[src/rtl/vend_pkg.sv]
// Shared types, constants and helpers for the vend_ctrl_n vending controller.
package vend_pkg;

    localparam int NUM_COIN    = 3;
    localparam int MAX_TABLE_W = 512;

    typedef enum logic [2:0] {
        ST_IDLE    = 3'd0,
        ST_COLLECT = 3'd1,
        ST_VEND    = 3'd2,
        ST_PAYOUT  = 3'd3
    } vend_state_t;

    // Returns entry idx of a packed table whose entries are width bits wide.
    function automatic logic [31:0] price_of(input logic [MAX_TABLE_W-1:0] tbl_bits,
                                             input int idx,
                                             input int width);
        logic [31:0] mask;
        mask = (width >= 32) ? 32'hFFFF_FFFF : ((32'd1 << width) - 32'd1);
        return 32'(tbl_bits >> (idx * width)) & mask;
    endfunction

endpackage

[src/rtl/vend_ctrl_n_if.sv]
// Coin/selection inputs and status outputs of the vending controller.
interface vend_ctrl_n_if #(
    parameter int GOODS_W = 3,
    parameter int PRICE_W = 8
);
    import vend_pkg::*;

    logic [NUM_COIN-1:0] coin_in;
    logic [GOODS_W-1:0]  goods_sel;
    logic                confirm;
    logic                cancel;
    logic [PRICE_W-1:0]  credit;
    logic                dispense;
    logic [GOODS_W-1:0]  dispense_id;
    logic [NUM_COIN-1:0] coin_out;
    logic [NUM_COIN-1:0] coin_rej;
    logic                err_funds;
    logic [2:0]          state_o;

    modport master (
        output coin_in, goods_sel, confirm, cancel,
        input  credit, dispense, dispense_id, coin_out, coin_rej, err_funds, state_o
    );

    modport slave (
        input  coin_in, goods_sel, confirm, cancel,
        output credit, dispense, dispense_id, coin_out, coin_rej, err_funds, state_o
    );

endinterface

[src/rtl/vend_payout.sv]
// Greedy change engine: pays an amount back one coin at a time, largest coin
// first, with a fixed idle gap between pulses. A residual smaller than the
// smallest coin is forfeited.
module vend_payout
    import vend_pkg::*;
#(
    parameter int PRICE_W    = 8,
    parameter int COIN_V0    = 1,
    parameter int COIN_V1    = 5,
    parameter int COIN_V2    = 10,
    parameter int PAYOUT_GAP = 4
) (
    input  logic                clk,
    input  logic                rst,
    input  logic                start,
    input  logic [PRICE_W-1:0]  amount,
    output logic [NUM_COIN-1:0] coin_out,
    output logic [PRICE_W-1:0]  remaining,
    output logic                done
);

    localparam int GAP_W = (PAYOUT_GAP > 2) ? $clog2(PAYOUT_GAP) : 1;

    logic               busy;
    logic [GAP_W-1:0]   gap_cnt;
    logic [PRICE_W-1:0] pick_val;
    logic               decide;

    // Choose the largest coin that still fits, or signal completion.
    always_comb begin
        coin_out = '0;
        pick_val = '0;
        done     = 1'b0;
        decide   = busy && (gap_cnt == '0);
        if (decide) begin
            if (remaining >= PRICE_W'(COIN_V2)) begin
                coin_out = 3'b100;
                pick_val = PRICE_W'(COIN_V2);
            end else if (remaining >= PRICE_W'(COIN_V1)) begin
                coin_out = 3'b010;
                pick_val = PRICE_W'(COIN_V1);
            end else if (remaining >= PRICE_W'(COIN_V0)) begin
                coin_out = 3'b001;
                pick_val = PRICE_W'(COIN_V0);
            end else begin
                done = 1'b1;
            end
        end
    end

    // Track the amount still owed and the spacing between coin pulses.
    always_ff @(posedge clk) begin
        if (rst) begin
            busy      <= 1'b0;
            remaining <= '0;
            gap_cnt   <= '0;
        end else if (start) begin
            busy      <= 1'b1;
            remaining <= amount;
            gap_cnt   <= '0;
        end else if (decide) begin
            if (done) begin
                busy      <= 1'b0;
                remaining <= '0;
            end else begin
                remaining <= remaining - pick_val;
                gap_cnt   <= GAP_W'(PAYOUT_GAP - 1);
            end
        end else if (gap_cnt != '0) begin
            gap_cnt <= gap_cnt - 1'b1;
        end
    end

endmodule

[src/rtl/vend_ctrl_n.sv]
// Vending transaction controller: collects credit from coin pulses, checks
// purchases against a price table, dispenses, and returns change or refunds
// through the greedy payout engine.
module vend_ctrl_n
    import vend_pkg::*;
#(
    parameter int GOODS_W = 3,
    parameter int PRICE_W = 8,
    parameter logic [PRICE_W*(2**GOODS_W)-1:0] PRICES =
        {8'd50, 8'd40, 8'd30, 8'd25, 8'd20, 8'd12, 8'd8, 8'd0},
    parameter int COIN_V0 = 1,
    parameter int COIN_V1 = 5,
    parameter int COIN_V2 = 10,
    parameter int unsigned TIMEOUT_CYC = 1500000000,
    parameter int PAYOUT_GAP = 4
) (
    input logic          clk,
    input logic          rst,
    vend_ctrl_n_if.slave bus
);

    localparam int SUM_W = PRICE_W + 2;

    vend_state_t         state_q, state_d;
    logic [PRICE_W-1:0]  credit_q, credit_d;
    logic [31:0]         timer_q, timer_d;
    logic [GOODS_W-1:0]  id_q, id_d;
    logic                err_q, err_d;
    logic [NUM_COIN-1:0] rej_q, rej_d;

    logic [SUM_W-1:0]    coin_sum;
    logic                overflow;
    logic                coin_state;
    logic                accept;
    logic [PRICE_W-1:0]  acc_sum;
    logic [PRICE_W-1:0]  credit_plus;
    logic [PRICE_W-1:0]  price_sel;

    logic                pay_start;
    logic [PRICE_W-1:0]  pay_amount;
    logic [NUM_COIN-1:0] pay_coin;
    logic [PRICE_W-1:0]  pay_remaining;
    logic                pay_done;

    assign price_sel = PRICE_W'(price_of(MAX_TABLE_W'(PRICES), int'(bus.goods_sel), PRICE_W));

    // Value of this cycle's coins and whether adding them would overflow credit.
    always_comb begin
        coin_sum = '0;
        if (bus.coin_in[0]) coin_sum = coin_sum + SUM_W'(COIN_V0);
        if (bus.coin_in[1]) coin_sum = coin_sum + SUM_W'(COIN_V1);
        if (bus.coin_in[2]) coin_sum = coin_sum + SUM_W'(COIN_V2);
        overflow    = ({2'b00, credit_q} + coin_sum) > {2'b00, {PRICE_W{1'b1}}};
        coin_state  = (state_q == ST_IDLE) || (state_q == ST_COLLECT);
        accept      = coin_state && !overflow && (bus.coin_in != '0);
        acc_sum     = accept ? coin_sum[PRICE_W-1:0] : '0;
        credit_plus = credit_q + acc_sum;
    end

    // Next-state logic: coin acceptance, purchase decision, timeout, payout hand-off.
    always_comb begin
        state_d    = state_q;
        credit_d   = credit_q;
        timer_d    = timer_q;
        id_d       = id_q;
        err_d      = 1'b0;
        rej_d      = (coin_state && !overflow) ? '0 : bus.coin_in;
        pay_start  = 1'b0;
        pay_amount = credit_q;
        case (state_q)
            ST_IDLE: begin
                timer_d = '0;
                if (accept) begin
                    credit_d = credit_plus;
                    state_d  = ST_COLLECT;
                end
                if (bus.confirm) err_d = 1'b1;
            end
            ST_COLLECT: begin
                if (bus.cancel) begin
                    timer_d    = '0;
                    pay_start  = 1'b1;
                    pay_amount = credit_plus;
                    credit_d   = '0;
                    state_d    = ST_PAYOUT;
                end else if (bus.confirm) begin
                    timer_d = '0;
                    if ((price_sel != '0) && (credit_q >= price_sel)) begin
                        id_d     = bus.goods_sel;
                        credit_d = credit_q - price_sel + acc_sum;
                        state_d  = ST_VEND;
                    end else begin
                        err_d    = 1'b1;
                        credit_d = credit_plus;
                    end
                end else if (accept) begin
                    timer_d  = '0;
                    credit_d = credit_plus;
                end else if (timer_q == 32'(TIMEOUT_CYC - 1)) begin
                    timer_d    = '0;
                    pay_start  = 1'b1;
                    pay_amount = credit_q;
                    credit_d   = '0;
                    state_d    = ST_PAYOUT;
                end else if (timer_q != '1) begin
                    timer_d = timer_q + 32'd1;
                end
            end
            ST_VEND: begin
                if (credit_q != '0) begin
                    pay_start  = 1'b1;
                    pay_amount = credit_q;
                    credit_d   = '0;
                    state_d    = ST_PAYOUT;
                end else begin
                    state_d = ST_IDLE;
                end
            end
            ST_PAYOUT: begin
                if (pay_done) state_d = ST_IDLE;
            end
            default: state_d = ST_IDLE;
        endcase
    end

    // Controller state register; reset abandons any transaction in progress.
    always_ff @(posedge clk) begin
        if (rst) begin
            state_q  <= ST_IDLE;
            credit_q <= '0;
            timer_q  <= '0;
            id_q     <= '0;
            err_q    <= 1'b0;
            rej_q    <= '0;
        end else begin
            state_q  <= state_d;
            credit_q <= credit_d;
            timer_q  <= timer_d;
            id_q     <= id_d;
            err_q    <= err_d;
            rej_q    <= rej_d;
        end
    end

    vend_payout #(
        .PRICE_W   (PRICE_W),
        .COIN_V0   (COIN_V0),
        .COIN_V1   (COIN_V1),
        .COIN_V2   (COIN_V2),
        .PAYOUT_GAP(PAYOUT_GAP)
    ) u_payout (
        .clk      (clk),
        .rst      (rst),
        .start    (pay_start),
        .amount   (pay_amount),
        .coin_out (pay_coin),
        .remaining(pay_remaining),
        .done     (pay_done)
    );

    assign bus.credit      = (state_q == ST_PAYOUT) ? pay_remaining : credit_q;
    assign bus.dispense    = (state_q == ST_VEND);
    assign bus.dispense_id = id_q;
    assign bus.coin_out    = (state_q == ST_PAYOUT) ? pay_coin : '0;
    assign bus.coin_rej    = rej_q;
    assign bus.err_funds   = err_q;
    assign bus.state_o     = state_q;

endmodule
[src/flat_wrapper.sv]
// flat-port wrapper written by rule: the top's interface ports become plain ports
module vend_ctrl_n_flat import vend_pkg::*;
#(
    parameter int GOODS_W = 3,
    parameter int PRICE_W = 8,
    parameter logic [PRICE_W*(2**GOODS_W)-1:0] PRICES =
        {8'd50, 8'd40, 8'd30, 8'd25, 8'd20, 8'd12, 8'd8, 8'd0},
    parameter int COIN_V0 = 1,
    parameter int COIN_V1 = 5,
    parameter int COIN_V2 = 10,
    parameter int unsigned TIMEOUT_CYC = 1500000000,
    parameter int PAYOUT_GAP = 4
)
  (clk, rst, bus_coin_in, bus_goods_sel, bus_confirm, bus_cancel, bus_credit, bus_dispense, bus_dispense_id, bus_coin_out, bus_coin_rej, bus_err_funds, bus_state_o);
  vend_ctrl_n_if #(.GOODS_W(GOODS_W), .PRICE_W(PRICE_W)) bus_i ();
  input logic clk;
  input logic rst;
  input wire logic [$bits(bus_i.coin_in)-1:0] bus_coin_in;
  input wire logic [$bits(bus_i.goods_sel)-1:0] bus_goods_sel;
  input wire logic [$bits(bus_i.confirm)-1:0] bus_confirm;
  input wire logic [$bits(bus_i.cancel)-1:0] bus_cancel;
  output wire logic [$bits(bus_i.credit)-1:0] bus_credit;
  output wire logic [$bits(bus_i.dispense)-1:0] bus_dispense;
  output wire logic [$bits(bus_i.dispense_id)-1:0] bus_dispense_id;
  output wire logic [$bits(bus_i.coin_out)-1:0] bus_coin_out;
  output wire logic [$bits(bus_i.coin_rej)-1:0] bus_coin_rej;
  output wire logic [$bits(bus_i.err_funds)-1:0] bus_err_funds;
  output wire logic [$bits(bus_i.state_o)-1:0] bus_state_o;
  assign bus_i.coin_in = bus_coin_in;
  assign bus_i.goods_sel = bus_goods_sel;
  assign bus_i.confirm = bus_confirm;
  assign bus_i.cancel = bus_cancel;
  assign bus_credit = bus_i.credit;
  assign bus_dispense = bus_i.dispense;
  assign bus_dispense_id = bus_i.dispense_id;
  assign bus_coin_out = bus_i.coin_out;
  assign bus_coin_rej = bus_i.coin_rej;
  assign bus_err_funds = bus_i.err_funds;
  assign bus_state_o = bus_i.state_o;
  vend_ctrl_n #(.GOODS_W(GOODS_W), .PRICE_W(PRICE_W), .PRICES(PRICES), .COIN_V0(COIN_V0), .COIN_V1(COIN_V1), .COIN_V2(COIN_V2), .TIMEOUT_CYC(TIMEOUT_CYC), .PAYOUT_GAP(PAYOUT_GAP)) u_core (.clk(clk), .rst(rst), .bus(bus_i));
endmodule
[config.mk]
export PLATFORM = sky130hd
export DESIGN_NAME = vend_ctrl_n_flat
export DESIGN_NICKNAME = d
export VERILOG_FILES = /design/src/rtl/vend_pkg.sv /design/src/rtl/vend_ctrl_n_if.sv /design/src/rtl/vend_payout.sv /design/src/rtl/vend_ctrl_n.sv /design/src/flat_wrapper.sv
export SDC_FILE = /design/constraint.sdc
export NUM_CORES = 1
export LEC_CHECK = 0
export CORE_MARGIN = 5
export CORE_UTILIZATION = 65
export CTS_BUF_LIST = sky130_fd_sc_hd__clkbuf_8 sky130_fd_sc_hd__clkbuf_16
export DETAILED_ROUTE_END_ITERATION = 7
export PLACE_DENSITY = 0.89
export SKIP_LAST_GASP = 1
export SLEW_MARGIN = 0
export SYNTH_ARGS = -nofsm -noshare
export SYNTH_HDL_FRONTEND = slang
export SYNTH_SLANG_ARGS = --single-unit
[constraint.sdc]
create_clock -name clk -period 14.8 [get_ports clk]
set_input_delay 2.22 -clock clk [delete_from_list [all_inputs] [get_ports clk]]
set_output_delay 2.22 -clock clk [all_outputs]
set_load 0.05 [all_outputs]
==> summary.json <==
{
  "placed_design": {
    "gp_congestion": 0.969,
    "hpwl_um": 8730,
    "dpl-instance-area_mm2": 0.00513,
    "place.port_buffers": 30
  },
  "power_and_ir_drop": {
    "vdd_ir_drop_max_v": 0.0000770,
    "netSwitchingPower_mw": 0.420,
    "clock_power_frac": 0.153,
    "sw_frac_of_total": 0.484,
    "static-leakage-power_nw": 2.03,
    "cellInternalPower_mw": 0.447,
    "power_per_cell_area_mw_per_mm2": 163,
    "part_of_the_total_power_dissipated_in_sequential_elements": 0.251,
    "comb_power_share": 0.596
  },
  "timing": {
    "slew_violations": 0,
    "fmax_ghz": 0.147,
    "rsz0062_at_grt": "no",
    "fin_hold_ws_ps": 502,
    "worst_slew_pin_slew_ps": 1280,
    "totalNegativeSetupSlack_ps": 0,
    "final_hold_viol_count": 0,
    "finalCriticalPeriod_ps": 6820,
    "setup-violations-final": 0,
    "timing.clock.skew_ps": 7.73,
    "timing.final.crit_share": 0.461,
    "max_slew_margin": 0.143
  },
  "finish": {
    "most-common-layout-cells": "nor2_1, dfxtp_1, nand2_1",
    "design_area_mm2": 0.00531,
    "sequential_cell_area_mm2": 0.00120,
    "final_nets": 674,
    "mostFrequentLayoutCell": "nor2_1",
    "fillers": 566,
    "final_layout_size_suffix_gt1_frac": 0.0726,
    "areaGrowthSynthToFinish_pct": 10.3,
    "insertedDiodeCount": 0,
    "multi_input_comb_area_mm2": 0.00337
  },
  "logic_synthesis": {
    "synth_area_mm2": 0.00482,
    "syn_inst": 596,
    "yosys_top_cell_area_share": 0.249,
    "ys.warnings.count": 0,
    "synth_edf_count": 0,
    "yosys.cell_types.count": 75,
    "synth_fp_nets": 654,
    "synth_seq_area_share": 0.249,
    "ys_seq_elements": 60,
    "fraction_of_registers_with_async_set_reset": 0,
    "synth_flop_cell": "dfxtp_1",
    "post_synth_main_area_contributors": "dfxtp_1, ha_1, nor2_1",
    "syn_area_per_cell_um2": 8.08,
    "cell_taking_the_most_area_after_synthesis": "dfxtp_1"
  },
  "status": {
    "run_status": "finished, final reports clean"
  },
  "job": {
    "maxCapViolCount": 0
  },
  "detailed_routing": {
    "route.antenna.remaining_nets": 0,
    "met1Wirelength_um": 4960,
    "wl_met2_um": 5370,
    "vias_per_cell": 6.13,
    "routedWlPerCell_um": 16.0,
    "maxUsedRoutingLayer": "met4",
    "dr_wl_met3_um": 914,
    "dr_total_vias": 4410,
    "dr.pass1.iters": 5,
    "detail_route.iter0.violations": 402,
    "route.final.wire_length_um": 11500,
    "remaining_drc_errors": 0
  },
  "clock_tree": {
    "cts-resized-gates": 0,
    "numCtsBuffers": 9,
    "cts.htree.levels": 3,
    "clkSlewWorstSetupHoldPaths_ps": 70,
    "cts_num_sinks": 60,
    "clock_path_buffers": 2,
    "cts.hold.buffers_added": 0,
    "tritoncts": "done",
    "cts-root-buf": "clkbuf_8",
    "clock_network_latency_to_the_later_pin_of_the_worst_skew_pair_ps": 340,
    "cts_setup_buffers": 0
  },
  "setup_path": {
    "critical_path_arrival_ps": 7050,
    "crit_type": "input port to flip-flop",
    "r2r_start": "u_core.credit_q[2]",
    "r2r_cells": 16,
    "critPathRequiredTime_ps": 15030,
    "critPathCaptureType": "flip-flop",
    "critPathMaxFanout": 11,
    "startpoint_type": "input port",
    "critical_path.startpoint": "bus_coin_in[1]"
  },
  "grt": {
    "grt_max_degree": 33,
    "tot_gr_track_use": 0.267,
    "grt-ovfl-total": 0,
    "grt_pass1_vias": 4134,
    "wire_length_of_the_first_global_routing_pass_um": 19400,
    "antenna_violations_before_repair": 0
  },
  "die": {
    "die_height_um": 96.1,
    "floorplan.die_area_mm2": 0.00923,
    "initial_utilization": 0.668,
    "floorplan.rows": 31,
    "core_region_area_mm2": 0.00721,
    "design.portCount": 32,
    "chipWidth_um": 96.1
  },
  "worst_hold_path": {
    "hold_depth": 2,
    "min_from": "u_core.timer_q[1]",
    "hold_class": "flip-flop to flip-flop"
  }
}
==> Yosys cell counts (4+ instances only) <==
library cell	n
nor2_1	70
dfxtp_1	60
nand2_1	51
ha_1	44
inv_1	38
o21ai_0	33
a21oi_1	30
nand3_1	27
xor2_1	25
xnor2_1	20
nor3_1	19
clkbuf_1	13
mux2i_1	12
a211oi_1	10
nand4_1	10
and2_1	8
a21o_1	6
and3_1	6
nand2b_1	6
nor4_1	6
a31oi_1	5
mux2_2	5
nor2b_1	5
fa_1	4
o21bai_1	4
or3_1	4
==> per-layer routing <==
| layer | vias up | global-route usage |
|---|---|---|
| li1 | 2141 | - |
| met1 | 2059 | 0.355 |
| met2 | 185 | 0.433 |
| met3 | 25 | 0.0493 |
| met4 | 0 | 0.0912 |
| met5 | - | 0 |
==> final timing paths <==
path              slack, ps            endpoint
setup / recovery       7980  u_core.credit_q[7]
hold / removal          500   u_core.timer_q[1]
setup reg to reg      10500  u_core.credit_q[7]
hold reg to reg         500   u_core.timer_q[1]
==> layout make-up <==
class                      count  area share
multi-input combinational    477       0.634
sequential                    60       0.226
timing repair buffer          30      0.0565
clock buffer                  11      0.0285
inverter                      38      0.0269
tap                           99      0.0233
clock inverter                 4     0.00471
==> state kept, by name, indices dropped and copies added, names as in the netlist <==
| register | cells |
|---|---|
| u_core.timer_q | 32 |
| u_core.credit_q | 8 |
| u_core.u_payout.remaining | 8 |
| u_core.bus.coin_rej | 3 |
| u_core.bus.dispense_id | 3 |
| u_core.bus.state_o | 2 |
| u_core.u_payout.gap_cnt | 2 |
| u_core.bus.err_funds | 1 |
| u_core.u_payout.busy | 1 |
==> power by group through the flow <==
stage,Sequential [mW],Clock (mW),Combinational (mW)
CTS,0.217,0.134,0.511
finish,0.218,0.133,0.516
detailed placement,0.220,0,0.507
global route,0.221,0.141,0.571
global placement,0.219,0,0.491
floorplan,0.220,0,0.400
==> logic make-up after synthesis <==
group,Yosys count,share of synthesized area
simple gates,240,0.259
compound gates,124,0.185
flops,60,0.249
buf+inv,59,0.0522
fa+ha+maj,50,0.135
xor+xnor,45,0.0818
mux,17,0.0366
other cells,1,0.000779
==> worst max-delay path: stages <==
cell,delay (ps)
clkdlybuf4s50_1,520
ha_1,190
inv_1,50
ha_1,360
inv_1,120
fa_1,400
a21oi_1,240
o32ai_4,200
or2_1,320
nor2_1,230
xor2_1,180
ha_1,280
ha_1,280
a21oi_1,210
o211ai_1,150
o41ai_1,350
xor2_1,170
nand2_1,80
nor2_1,110
o21ai_0,100
a221oi_1,270
==> through the flow <==
| step | total power, mW | setup slack, ps | utilization | instances |
|---|---|---|---|---|
| 2_1_floorplan | 0.619 | 8600 | - | 596 |
| 6_report | 0.867 | 7980 | 0.736 | 719 |
| 3_5_place_dp | 0.727 | 7630 | 0.712 | 704 |
| 5_1_grt | 0.933 | 7580 | 0.736 | 719 |
| 4_1_cts | 0.863 | 7990 | 0.736 | 719 |
| 3_3_place_gp | 0.710 | 7860 | 0.712 | 704 |
Note: power is estimated with default switching activity, not from simulation.
